## src/rtl/remap_axis_out_fifo_if.sv

```systemverilog
// AXI4-Stream video beat bundle shared by the remapper input and the FIFO output.
// The receive side has no tready because the remapper transmitter cannot stall.
interface remap_axis_out_fifo_if #(
  parameter int DATA_WIDTH = 8
);
  logic [DATA_WIDTH-1:0] tdata;
  logic                  tvalid;
  logic                  tuser;
  logic                  tlast;
  logic                  tready;

  modport master (output tdata, tvalid, tuser, tlast, input tready);
  modport slave  (input tdata, tvalid, tuser, tlast);
endinterface

```

## src/rtl/remap_axis_out_fifo.sv

```systemverilog
// Output FIFO between the non-stallable remapper stream and a back-pressured AXIS sink,
// with a frame-geometry checker watching every input beat, including dropped ones.
module remap_axis_out_fifo #(
  parameter int DATA_WIDTH = 8,
  parameter int DEPTH      = 64
) (
  input  logic                       i_clk,
  input  logic                       i_reset,
  input  logic [12:0]                WIDTH,
  input  logic [12:0]                HEIGHT,
  remap_axis_out_fifo_if.slave       s_axis,
  remap_axis_out_fifo_if.master      m_axis,
  output logic [$clog2(DEPTH):0]     o_fill,
  output logic                       o_overflow,
  output logic                       o_err_sof,
  output logic                       o_err_line,
  output logic                       o_err_frame,
  input  logic                       i_clear_err,
  output logic                       o_frame_done
);
  localparam int AW = $clog2(DEPTH);
  localparam int EW = DATA_WIDTH + 2;
  localparam logic [AW:0] FULL_CNT = (AW + 1)'(DEPTH);

  typedef enum logic {WAIT_SOF, IN_FRAME} chk_state_t;

  logic [EW-1:0] mem [DEPTH];
  logic [AW-1:0] wr_ptr_reg, rd_ptr_reg;
  logic [AW:0]   fill_reg;
  logic [EW-1:0] head;
  logic          full, rd_en, wr_en, ovf_evt;

  chk_state_t    state_reg, state_next;
  logic [12:0]   x_reg, x_next, y_reg, y_next, w_reg, w_next, h_reg, h_next;
  logic          sof_evt, line_evt, frame_evt, done_evt, eol;
  logic          ovf_reg, sof_reg, line_reg, frame_reg, done_reg;

  assign full    = (fill_reg == FULL_CNT);
  assign rd_en   = (fill_reg != '0) && m_axis.tready;
  assign wr_en   = s_axis.tvalid && (!full || rd_en);
  assign ovf_evt = s_axis.tvalid && full && !rd_en;

  always_ff @(posedge i_clk) begin
    if (wr_en)
      mem[wr_ptr_reg] <= {s_axis.tuser, s_axis.tlast, s_axis.tdata};
  end

  always_ff @(posedge i_clk) begin
    if (i_reset) begin
      wr_ptr_reg <= '0;
      rd_ptr_reg <= '0;
      fill_reg   <= '0;
    end else begin
      if (wr_en) wr_ptr_reg <= wr_ptr_reg + 1'b1;
      if (rd_en) rd_ptr_reg <= rd_ptr_reg + 1'b1;
      case ({wr_en, rd_en})
        2'b10:   fill_reg <= fill_reg + 1'b1;
        2'b01:   fill_reg <= fill_reg - 1'b1;
        default: fill_reg <= fill_reg;
      endcase
    end
  end

  // Fall-through read of the head entry; masked to zero while empty so stale RAM never leaks out.
  assign head          = mem[rd_ptr_reg];
  assign m_axis.tvalid = (fill_reg != '0);
  assign m_axis.tdata  = m_axis.tvalid ? head[DATA_WIDTH-1:0] : '0;
  assign m_axis.tlast  = m_axis.tvalid & head[DATA_WIDTH];
  assign m_axis.tuser  = m_axis.tvalid & head[DATA_WIDTH+1];

  always_ff @(posedge i_clk) begin
    if (i_reset) begin
      state_reg <= WAIT_SOF;
      x_reg     <= '0;
      y_reg     <= '0;
      w_reg     <= '0;
      h_reg     <= '0;
    end else begin
      state_reg <= state_next;
      x_reg     <= x_next;
      y_reg     <= y_next;
      w_reg     <= w_next;
      h_reg     <= h_next;
    end
  end

  always_comb begin
    state_next = state_reg;
    x_next     = x_reg;
    y_next     = y_reg;
    w_next     = w_reg;
    h_next     = h_reg;
    sof_evt    = 1'b0;
    line_evt   = 1'b0;
    frame_evt  = 1'b0;
    done_evt   = 1'b0;
    eol        = 1'b0;
    if (s_axis.tvalid) begin
      if (s_axis.tuser) begin
        // Any SOF restarts counting with fresh geometry; a one-pixel line also ends on this beat.
        frame_evt = (state_reg == IN_FRAME);
        w_next    = WIDTH;
        h_next    = HEIGHT;
        eol       = (WIDTH == 13'd1);
        line_evt  = (s_axis.tlast != eol);
        if (eol && HEIGHT == 13'd1) begin
          state_next = WAIT_SOF;
          x_next     = '0;
          y_next     = '0;
          done_evt   = 1'b1;
        end else begin
          state_next = IN_FRAME;
          x_next     = eol ? 13'd0 : 13'd1;
          y_next     = eol ? 13'd1 : 13'd0;
        end
      end else if (state_reg == WAIT_SOF) begin
        sof_evt = 1'b1;
      end else begin
        eol      = (x_reg == w_reg - 13'd1);
        line_evt = (s_axis.tlast != eol);
        if (!eol) begin
          x_next = x_reg + 13'd1;
        end else if (y_reg == h_reg - 13'd1) begin
          state_next = WAIT_SOF;
          x_next     = '0;
          y_next     = '0;
          done_evt   = 1'b1;
        end else begin
          x_next = '0;
          y_next = y_reg + 13'd1;
        end
      end
    end
  end

  // A new error event wins over a simultaneous clear.
  always_ff @(posedge i_clk) begin
    if (i_reset) begin
      ovf_reg   <= 1'b0;
      sof_reg   <= 1'b0;
      line_reg  <= 1'b0;
      frame_reg <= 1'b0;
      done_reg  <= 1'b0;
    end else begin
      ovf_reg   <= (ovf_reg   && !i_clear_err) || ovf_evt;
      sof_reg   <= (sof_reg   && !i_clear_err) || sof_evt;
      line_reg  <= (line_reg  && !i_clear_err) || line_evt;
      frame_reg <= (frame_reg && !i_clear_err) || frame_evt;
      done_reg  <= done_evt;
    end
  end

  assign o_fill       = fill_reg;
  assign o_overflow   = ovf_reg;
  assign o_err_sof    = sof_reg;
  assign o_err_line   = line_reg;
  assign o_err_frame  = frame_reg;
  assign o_frame_done = done_reg;
endmodule

```

## src/flat_wrapper.sv

```systemverilog
// flat-port wrapper written by rule: the top's interface ports become plain ports
module remap_axis_out_fifo_flat 
#(
  parameter int DATA_WIDTH = 8,
  parameter int DEPTH      = 64
)
  (i_clk, i_reset, WIDTH, HEIGHT, o_fill, o_overflow, o_err_sof, o_err_line, o_err_frame, i_clear_err, o_frame_done, s_axis_tdata, s_axis_tvalid, s_axis_tuser, s_axis_tlast, m_axis_tdata, m_axis_tvalid, m_axis_tuser, m_axis_tlast, m_axis_tready);
  remap_axis_out_fifo_if #(.DATA_WIDTH(DATA_WIDTH)) s_axis_i ();
  remap_axis_out_fifo_if #(.DATA_WIDTH(DATA_WIDTH)) m_axis_i ();
  input  logic i_clk;
  input  logic i_reset;
  input  logic [12:0] WIDTH;
  input  logic [12:0] HEIGHT;
  output logic [$clog2(DEPTH):0] o_fill;
  output logic o_overflow;
  output logic o_err_sof;
  output logic o_err_line;
  output logic o_err_frame;
  input  logic i_clear_err;
  output logic o_frame_done;
  input wire logic [$bits(s_axis_i.tdata)-1:0] s_axis_tdata;
  input wire logic [$bits(s_axis_i.tvalid)-1:0] s_axis_tvalid;
  input wire logic [$bits(s_axis_i.tuser)-1:0] s_axis_tuser;
  input wire logic [$bits(s_axis_i.tlast)-1:0] s_axis_tlast;
  output wire logic [$bits(m_axis_i.tdata)-1:0] m_axis_tdata;
  output wire logic [$bits(m_axis_i.tvalid)-1:0] m_axis_tvalid;
  output wire logic [$bits(m_axis_i.tuser)-1:0] m_axis_tuser;
  output wire logic [$bits(m_axis_i.tlast)-1:0] m_axis_tlast;
  input wire logic [$bits(m_axis_i.tready)-1:0] m_axis_tready;
  assign s_axis_i.tdata = s_axis_tdata;
  assign s_axis_i.tvalid = s_axis_tvalid;
  assign s_axis_i.tuser = s_axis_tuser;
  assign s_axis_i.tlast = s_axis_tlast;
  assign m_axis_tdata = m_axis_i.tdata;
  assign m_axis_tvalid = m_axis_i.tvalid;
  assign m_axis_tuser = m_axis_i.tuser;
  assign m_axis_tlast = m_axis_i.tlast;
  assign m_axis_i.tready = m_axis_tready;
  remap_axis_out_fifo #(.DATA_WIDTH(DATA_WIDTH), .DEPTH(DEPTH)) u_core (.i_clk(i_clk), .i_reset(i_reset), .WIDTH(WIDTH), .HEIGHT(HEIGHT), .s_axis(s_axis_i), .m_axis(m_axis_i), .o_fill(o_fill), .o_overflow(o_overflow), .o_err_sof(o_err_sof), .o_err_line(o_err_line), .o_err_frame(o_err_frame), .i_clear_err(i_clear_err), .o_frame_done(o_frame_done));
endmodule
```

## config.mk

```make
export PLATFORM = sky130hd
export DESIGN_NAME = remap_axis_out_fifo_flat
export DESIGN_NICKNAME = d
export VERILOG_FILES = /design/src/rtl/remap_axis_out_fifo_if.sv /design/src/rtl/remap_axis_out_fifo.sv /design/src/flat_wrapper.sv
export SDC_FILE = /design/constraint.sdc
export NUM_CORES = 1
export LEC_CHECK = 0
export CELL_PAD_IN_SITES_DETAIL_PLACEMENT = 0
export CELL_PAD_IN_SITES_GLOBAL_PLACEMENT = 1
export CORE_MARGIN = 2
export CORE_UTILIZATION = 45
export DETAILED_ROUTE_END_ITERATION = 16
export DONT_BUFFER_PORTS = 1
export GPL_TIMING_DRIVEN = 1
export PLACE_DENSITY_LB_ADDON = 0.1
export SLEW_MARGIN = 5
export SYNTH_ARGS = -nofsm -noshare
export SYNTH_HDL_FRONTEND = slang
export SYNTH_SLANG_ARGS = --single-unit
```

## constraint.sdc

```tcl
create_clock -name i_clk -period 9.85 [get_ports i_clk]
set_clock_uncertainty 0.05 [all_clocks]
set_input_delay 0.985 -clock i_clk [delete_from_list [all_inputs] [get_ports i_clk]]
set_output_delay 0.985 -clock i_clk [all_outputs]
set_load 0.02 [all_outputs]
```

==> parameters.txt, run 1 <==
Parameter                              Value

Power and ir drop
  Leakage power total    10.0 nW
  Tot Pwr    7.31 mW
  VDD IR-drop max    0.151 mV
  Total power divided by cell area    224 nW/µm²

Clocking
  Post-cts repair resize count    0
  TritonCTS clock tree    built
  Level count of the clock H-tree    3
  Clock insertion delay at the later pin of the skew report    0.60 ns
  Number of buffers inserted for hold repair after clock tree synthesis    0
  Setup Buffers After CTS    0
  Number of clock sinks    723
  Buffers from clock root to sink, at most    3
  TritonCTS buffer count    77
  Clock transition at the register clock pins on the worst setup and hold paths after CTS    0.06 ns
  Clk root buf    clkbuf_16

Global route
  Combined global-route utilization of all metal layers    0.208
  Vias in the first global route    14.9k
  First-pass GRT wire length    101000 µm
  Final global-route overflow total    0
  Pin count of the biggest net entering global routing    113
  Antenna violations before repair    7

Timing
  Unrepaired setup endpoints after global routing    no
  Final hold violation count    0
  Accumulated negative setup slack    0 ns
  Post-route fraction of the period consumed by the critical path    0.543
  Min Clock Period, post-route    5.35 ns
  Final setup vio count    0
  Max Freq    187 MHz
  Final Max Tran Viols    0
  Slew at the pin closest to its max-slew limit    1.25 ns
  Relative slew slack    0.165

Floorplanning
  Count of standard-cell rows    93
  Horizontal die dimension    258 µm
  Total Die Area    66800 µm²
  Core region area    64200 µm²
  Initial core utilization    0.453
  DIE HEIGHT    258 µm
  Number of ports placed on the die boundary    64

Worst setup path
  Register-to-Register Path Depth    15
  Category of the critical setup timing path    reg2out
  Logic depth of the worst setup path including buffers    5
  Crit path largest cell delay    0.86 ns
  Worst flop-to-flop path startpoint    u_core.o_fill[2]
  Buf/Inv on CP    1
  Endpoint of the worst-slack reg-to-reg timing path    u_core.o_fill[6]
  Dominant cell type by count on the critical path    mux4_2
  Data required time of the critical path    8.82 ns
  Worst setup path endpoint    m_axis_tlast
  Sort of element at the start of the critical path    flop
  Crit path cell chain    buf_4 -> mux4_2 -> mux4_2 -> mux4_2 -> nor2b_1
  Worst-path maximum fanout    48
  Crit path arrival time    4.31 ns
  Delay-heaviest family, CP    multiplexers
  Crit end category    output pin
  Worst-path cell with the longest stage delay    buf_4
  Flop-to-flop setup slack    5.90 ns

Final layout
  Post-layout nets    1655
  Proportion of layout cells with a drive suffix above 1    0.233
  Cell area after layout    32600 µm²
  Non-filler instance count after layout    2521
  Layout Area Growth over Synthesis    12.1%
  Register with the highest flop count    u_core.mem
  Post-Route Utilization    0.508
  Max reg flops    640

Placed design
  Estimated wirelength of the detail-placed design    39400 µm
  Port buffer count    0
  Standard cell area after detailed placement    30200 µm²
  # placed instances    2377
  Routability cong.    0.746

Drt
  Residual antenna-violating net count after detailed routing    0
  Detailed-route vias per instance    5.79
  Post-route DRC violation count    0
  Total routed wirelength    68200 µm
  Number of detailed-route iterations in the first pass    5
  Average wire length per cell after detail routing    27.1 µm
  Via count    14.6k
  DRT iter0 DRCs    1420

Yosys
  Area fraction of the dominant cell type after synthesis    0.660
  Number of synthesized flops with an enable pin    640
  Post-synth design cell area    29100 µm²
  Cell accounting for the most synthesized area    edfxtp_1
  Synth Instances    1563
  Distinct cells, synth    67
  Largest cells by area after synthesis    edfxtp_1 66%, mux4_2 16%, dfxtp_1 5.7%, nor2_1 1.7%, nand2_1 1.1%
  Number of warnings issued by yosys    0
  Dominant synthesized flop cell    edfxtp_1
  Async set-reset flop share out of synthesis    0
  Share of synthesized area occupied by flip-flops and latches    0.717
  Post-synth net total    1617
  Average cell area after synthesis    18.6 µm²
  Post-synthesis register bit count    723

Min path
  Hold WC Path Type    in2reg

Run
  Max Cap Violations    0

Run status
  Result of the run    finished clean
## power by group
group	internal, mW	switching, mW	leakage, nW
logic	0.517	0.558	2.42
clock network	1.60	1.16	1.17
registers	3.37	0.100	6.43
## cell families (layout without fill, tap and decap cells)
family                     count (synthesis)  count (layout)  share of synthesized area
buffers and inverters                    106             207                     0.0146
other                                      0               2                          0
xor gates and xnor gates                  55              55                     0.0165
and+or+nand+nor                          342             342                     0.0574
muxes                                    222             222                      0.167
AOI/OAI and AO/OA                        102             102                     0.0220
adders and majority gates                 13              13                    0.00584
DFF                                      723             723                      0.717
## worst min path at each step
| stage | from | endpoint | depth (start not counted) |
|---|---|---|---|
| final | i_reset | u_core.o_err_sof | 1 |
| after global routing | i_reset | u_core.o_err_sof | 1 |
| after CTS | i_reset | u_core.o_err_sof | 1 |
| after detailed placement | u_core.w_reg[12] | u_core.w_reg[12] | 2 |
| after global placement | u_core.w_reg[12] | u_core.w_reg[12] | 2 |
| after floorplan | u_core.h_reg[12] | u_core.h_reg[12] | 2 |
## routing by layer
| layer | share of wire | track usage | up-vias |
|---|---|---|---|
| li1 | - | - | 6342 |
| met5 | 0.00015 | 0 | - |
| met3 | 0.061 | 0.0353 | 89 |
| met2 | 0.47 | 0.324 | 421 |
| met1 | 0.45 | 0.307 | 7739 |
| met4 | 0.018 | 0.0572 | 2 |
## through the flow
stage          hold slack (ns)  worst slack (ns)
6_report                 0.400              4.50
5_1_grt                  0.373              4.19
4_1_cts                  0.359              4.35
3_5_place_dp             0.413              5.01
3_3_place_gp             0.410              5.02
2_1_floorplan            0.398              6.20
## synthesized netlist by cell type (5+ instances only)
master / number
edfxtp_1: 640
mux4_2: 210
nor2_1: 131
nand2_1: 88
dfxtp_1: 83
clkbuf_1: 59
a21oi_1: 44
xor2_1: 33
xnor2_1: 22
nor2b_1: 20
inv_1: 18
nand3_1: 16
buf_2: 15
buf_1: 12
ha_1: 12
nand4_1: 12
o21ai_0: 11
mux2i_1: 10
or3_1: 10
o21ai_1: 9
nand3b_1: 8
nor3_1: 8
and3_1: 7
nor4_1: 7
a32oi_1: 6
nor3b_1: 5
## worst register-to-register path: stages, from the launching register on
cell and delay (ns):
dfxtp_1 0.40, nor4_1 0.48, nand4b_1 0.36, and2_1 0.33
inv_1 0.14, ha_1 0.32, inv_1 0.13, fa_1 0.39
nor2b_1 0.17, o21ai_0 0.12, a21boi_0 0.25, o21ai_0 0.14
and3_1 0.20, nor3_1 0.18, xnor2_1 0.14, nor2_1 0.05
## placed cells by master, fill, tap and decap left out, types with 26 or more instances in the layout
| cell | Yosys | layout |
|---|---|---|
| nor2_1 | 131 | 119 |
| edfxtp_1 | 640 | 640 |
| clkbuf_16 | 0 | 80 |
| dfxtp_1 | 83 | 79 |
| xor2_1 | 33 | 33 |
| nand2_1 | 88 | 88 |
| buf_4 | 0 | 45 |
| mux4_2 | 210 | 210 |
| clkbuf_1 | 59 | 26 |
| a21oi_1 | 44 | 44 |
## cell type report
class | instances | area (µm²)
fillers | 5271 | 31600
multi-input cells | 734 | 7840
diodes | 2 | 5.00
flip-flops and latches | 723 | 20900
clock buffers | 106 | 2100
clock inverters | 36 | 293
well taps | 855 | 1070
inverters | 19 | 71.3
repair buffers | 46 | 358
Note: power is estimated with default switching activity, not from simulation.
==> inputs of run 2 (changes only) <==
==> constraint.sdc (replaced) <==
create_clock -name i_clk -period 4.53 [get_ports i_clk]
set_clock_uncertainty 0.05 [all_clocks]
set_input_delay 0.453 -clock i_clk [delete_from_list [all_inputs] [get_ports i_clk]]
set_output_delay 0.453 -clock i_clk [all_outputs]
set_load 0.02 [all_outputs]
==> run 2 against run 1 <==
  * Sequential power increased by 120%
  * Cell count increased by 2.8%
  * Worst setup slack got worse by 4.0 ns
  * Register-to-register slack got worse by 5.1 ns
  * Die area unchanged
  * Global-route usage about the same
  * Design area increased by 2.9%
  * Clock-buffer cell count decreased by 10
  * Clock power increased by 120%
  * Critical path type unchanged
==> parameters.txt, run 2 (synthesis gave the netlist of run 1 again) <==
Parameter                              Value

Final layout
  Register with the highest flop count    u_core.mem (unchanged)
  Post-layout nets    1732 (was 1655)
  Cell area after layout    33600 µm² (was 32600 µm²)
  Fill cell total of the finished layout    5189 (was 5271)
  Max reg flops    640 (unchanged)
  Layout Area Growth over Synthesis    15.3% (was 12.1%)
  Area occupied by multi-input gates    7810 µm² (was 7840 µm²)
  Leading cell type in the layout, fill and taps excluded    edfxtp_1 (unchanged)
  Non-filler instance count after layout    2591 (was 2521)
  Proportion of layout cells with a drive suffix above 1    0.248 (was 0.233)
  Area occupied by registers    20900 µm² (about the same)
  Commonest cells after routing, fill and taps aside    640 x edfxtp_1, 210 x mux4_2, 131 x nor2_1 (was 640 x edfxtp_1, 210 x mux4_2, 119 x nor2_1)
  Count of antenna diodes in the layout    0 (was 2)

Timing
  Relative slew slack    0.246 (was 0.165)
  Unrepaired setup endpoints after global routing    no (unchanged)
  Min Clock Period, post-route    4.06 ns
  Final setup vio count    0 (unchanged)
  Accumulated negative setup slack    0 ns (unchanged)
  Post-route fraction of the period consumed by the critical path    0.895
  Post-route worst setup slack    0.475 ns (was 4.50 ns)
  Final Max Tran Viols    0 (unchanged)
  Max Freq    247 MHz
  Slew at the pin closest to its max-slew limit    1.13 ns (was 1.25 ns)
  Final hold violation count    0 (unchanged)

Floorplanning
  DIE HEIGHT    258 µm (unchanged)
  Horizontal die dimension    258 µm (unchanged)
  Initial core utilization    0.453 (unchanged)
  Core region area    64200 µm² (unchanged)
  Total Die Area    66800 µm² (unchanged)
  Number of ports placed on the die boundary    64 (unchanged)
  Count of standard-cell rows    93 (unchanged)

Drt
  Via count    14.8k (was 14.6k)
  DRT iter0 DRCs    1224 (was 1420)
  Detailed-route vias per instance    5.71 (was 5.79)
  Post-route DRC violation count    0 (unchanged)
  Total routed wirelength    68100 µm (was 68200 µm)
  Number of detailed-route iterations in the first pass    5 (unchanged)
  Residual antenna-violating net count after detailed routing    0 (unchanged)
  Average wire length per cell after detail routing    26.3 µm (was 27.1 µm)

Worst setup path
  Worst-path maximum fanout    34 (was 48)
  Endpoint of the worst-slack reg-to-reg timing path    u_core.o_fill[6] (unchanged)
  Data required time of the critical path    4.03 ns (was 8.82 ns)
  Register-to-Register Path Depth    15 (unchanged)
  Crit path arrival time    3.55 ns (was 4.31 ns)
  Worst flop-to-flop path startpoint    u_core.o_fill[2] (unchanged)
  Crit end category    output pin (unchanged)
  Flop-to-flop setup slack    0.77 ns (was 5.90 ns)
  Sort of element at the start of the critical path    flop (unchanged)
  Category of the critical setup timing path    reg2out (unchanged)

Power and ir drop
  Cell Int Power    12.2 mW (was 5.49 mW)
  Fraction of power spent switching nets    0.256 (was 0.249)
  Leakage power total    10.5 nW (was 10.0 nW)
  Sequential cell fraction of total power    0.460 (was 0.475)
  VDD IR-drop max    0.355 mV (was 0.151 mV)
  Logic pwr share    0.165 (was 0.147)
  Net switching component of the power    4.19 mW (was 1.82 mW)
  Total power divided by cell area    487 nW/µm² (was 224 nW/µm²)
  Tot Pwr    16.4 mW (was 7.31 mW)
  Clock share of power    0.375 (was 0.377)

Global route
  Antenna violations before repair    6 (was 7)
  Final global-route overflow total    0 (unchanged)
  Vias in the first global route    15.0k (was 14.9k)
  Pin count of the biggest net entering global routing    66 (was 113)
  Combined global-route utilization of all metal layers    0.208 (about the same)
  First-pass GRT wire length    101000 µm (about the same)

Run
  Max Cap Violations    0 (unchanged)

Clocking
  Clk root buf    clkbuf_16 (unchanged)
  TritonCTS clock tree    built (unchanged)
  Buffers from clock root to sink, at most    3 (unchanged)
  Setup Buffers After CTS    0 (unchanged)
  Number of clock sinks    723 (unchanged)
  Post-cts repair resize count    0 (unchanged)
  Clock insertion delay at the later pin of the skew report    0.61 ns (was 0.60 ns)
  TritonCTS buffer count    79 (was 77)
  Level count of the clock H-tree    3 (unchanged)
  Clock transition at the register clock pins on the worst setup and hold paths after CTS    0.06 ns (about the same)

Min path
  Hold-critical path endpoint    u_core.o_err_line (was u_core.o_err_sof)
  Hold WC Path Type    in2reg (unchanged)
  Startpoint of the worst hold path    i_clear_err (was i_reset)
  Worst hold path stage count    2 (was 1)

Placed design
  Estimated wirelength of the detail-placed design    41000 µm (was 39400 µm)
  Post-Place Setup Slack    0.838 ns (was 5.01 ns)
  Port buffer count    0 (unchanged)
  # placed instances    2412 (was 2377)
  Standard cell area after detailed placement    30500 µm² (was 30200 µm²)
  Routability cong.    0.777 (was 0.746)

Run status
  Result of the run    finished clean (unchanged)
run 2: cell types whose count changed in the layout (fill, tap and decap cells not counted), sizes merged:
cell / previous run / this run
clkinv: 30 / 31
inv: 20 / 22
clkbuf: 106 / 96
dlygate4sd3: 0 / 29
bufinv: 4 / 6
diode: 2 / 0
buf: 46 / 92
clkinvlp: 1 / 3
run 2: worst max-delay path by stage:
| stage | slack (ns) | start | endpoint |
|---|---|---|---|
| 2_1_floorplan | 1.33 | u_core.o_fill[2] | u_core.o_fill[6] |
| 3_3_place_gp | 0.84 | u_core.o_fill[2] | u_core.o_fill[6] |
| 3_5_place_dp | 0.84 | u_core.o_fill[2] | u_core.o_fill[6] |
| 4_1_cts | 0.38 | flop | m_axis_tdata[1] |
| 5_1_grt | 0.29 | flop | m_axis_tdata[1] |
| 6_report | 0.47 | flop | m_axis_tdata[1] |
run 2: critical path, cell delays in order, from the launching register on:
cell     delay [ns]
dfxtp_4        0.69
buf_12         0.36
mux4_2         0.57
mux4_2         0.53
mux4_2         0.54
nor2b_1        0.23
run 2: final cells by class:
| type | count | area share |
|---|---|---|
| clock buffer | 96 | 0.0617 |
| inverter | 19 | 0.00212 |
| tap | 855 | 0.0319 |
| sequential | 723 | 0.622 |
| clock inverter | 43 | 0.0114 |
| multi-input combinational | 734 | 0.233 |
| timing repair buffer | 121 | 0.0380 |
run 2: per-layer routing:
metal | track usage | up-vias | routed length [µm]
met5 | 0 | - | 10
met4 | 0.0660 | 2 | 1650
met3 | 0.0420 | 90 | 4430
met2 | 0.313 | 408 | 31300
met1 | 0.307 | 7781 | 30700
li1 | - | 6509 | -
run 2: what timing repair did:
item	4_1_cts	5_1_grt
hold buffers	40	0
setup endpoints to repair	0	0
endpoints found under the hold margin	705	0
run 2: through the flow:
stage	util	hold WS, ns
floorplan	-	0.398
global placement	0.475	0.413
detailed placement	0.475	0.418
CTS	0.523	0.00909
global route	0.523	0.0286
finish	0.523	0.0410
run 2: power by group through the flow:
stage               Sequential (mW)  Combinational [mW]  Clock, mW
floorplan                      7.56                1.91          0
global placement               7.67                2.58          0
detailed placement             7.67                2.58          0
CTS                            7.53                2.75       6.29
global route                   7.54                2.90       6.54
finish                         7.53                2.70       6.13
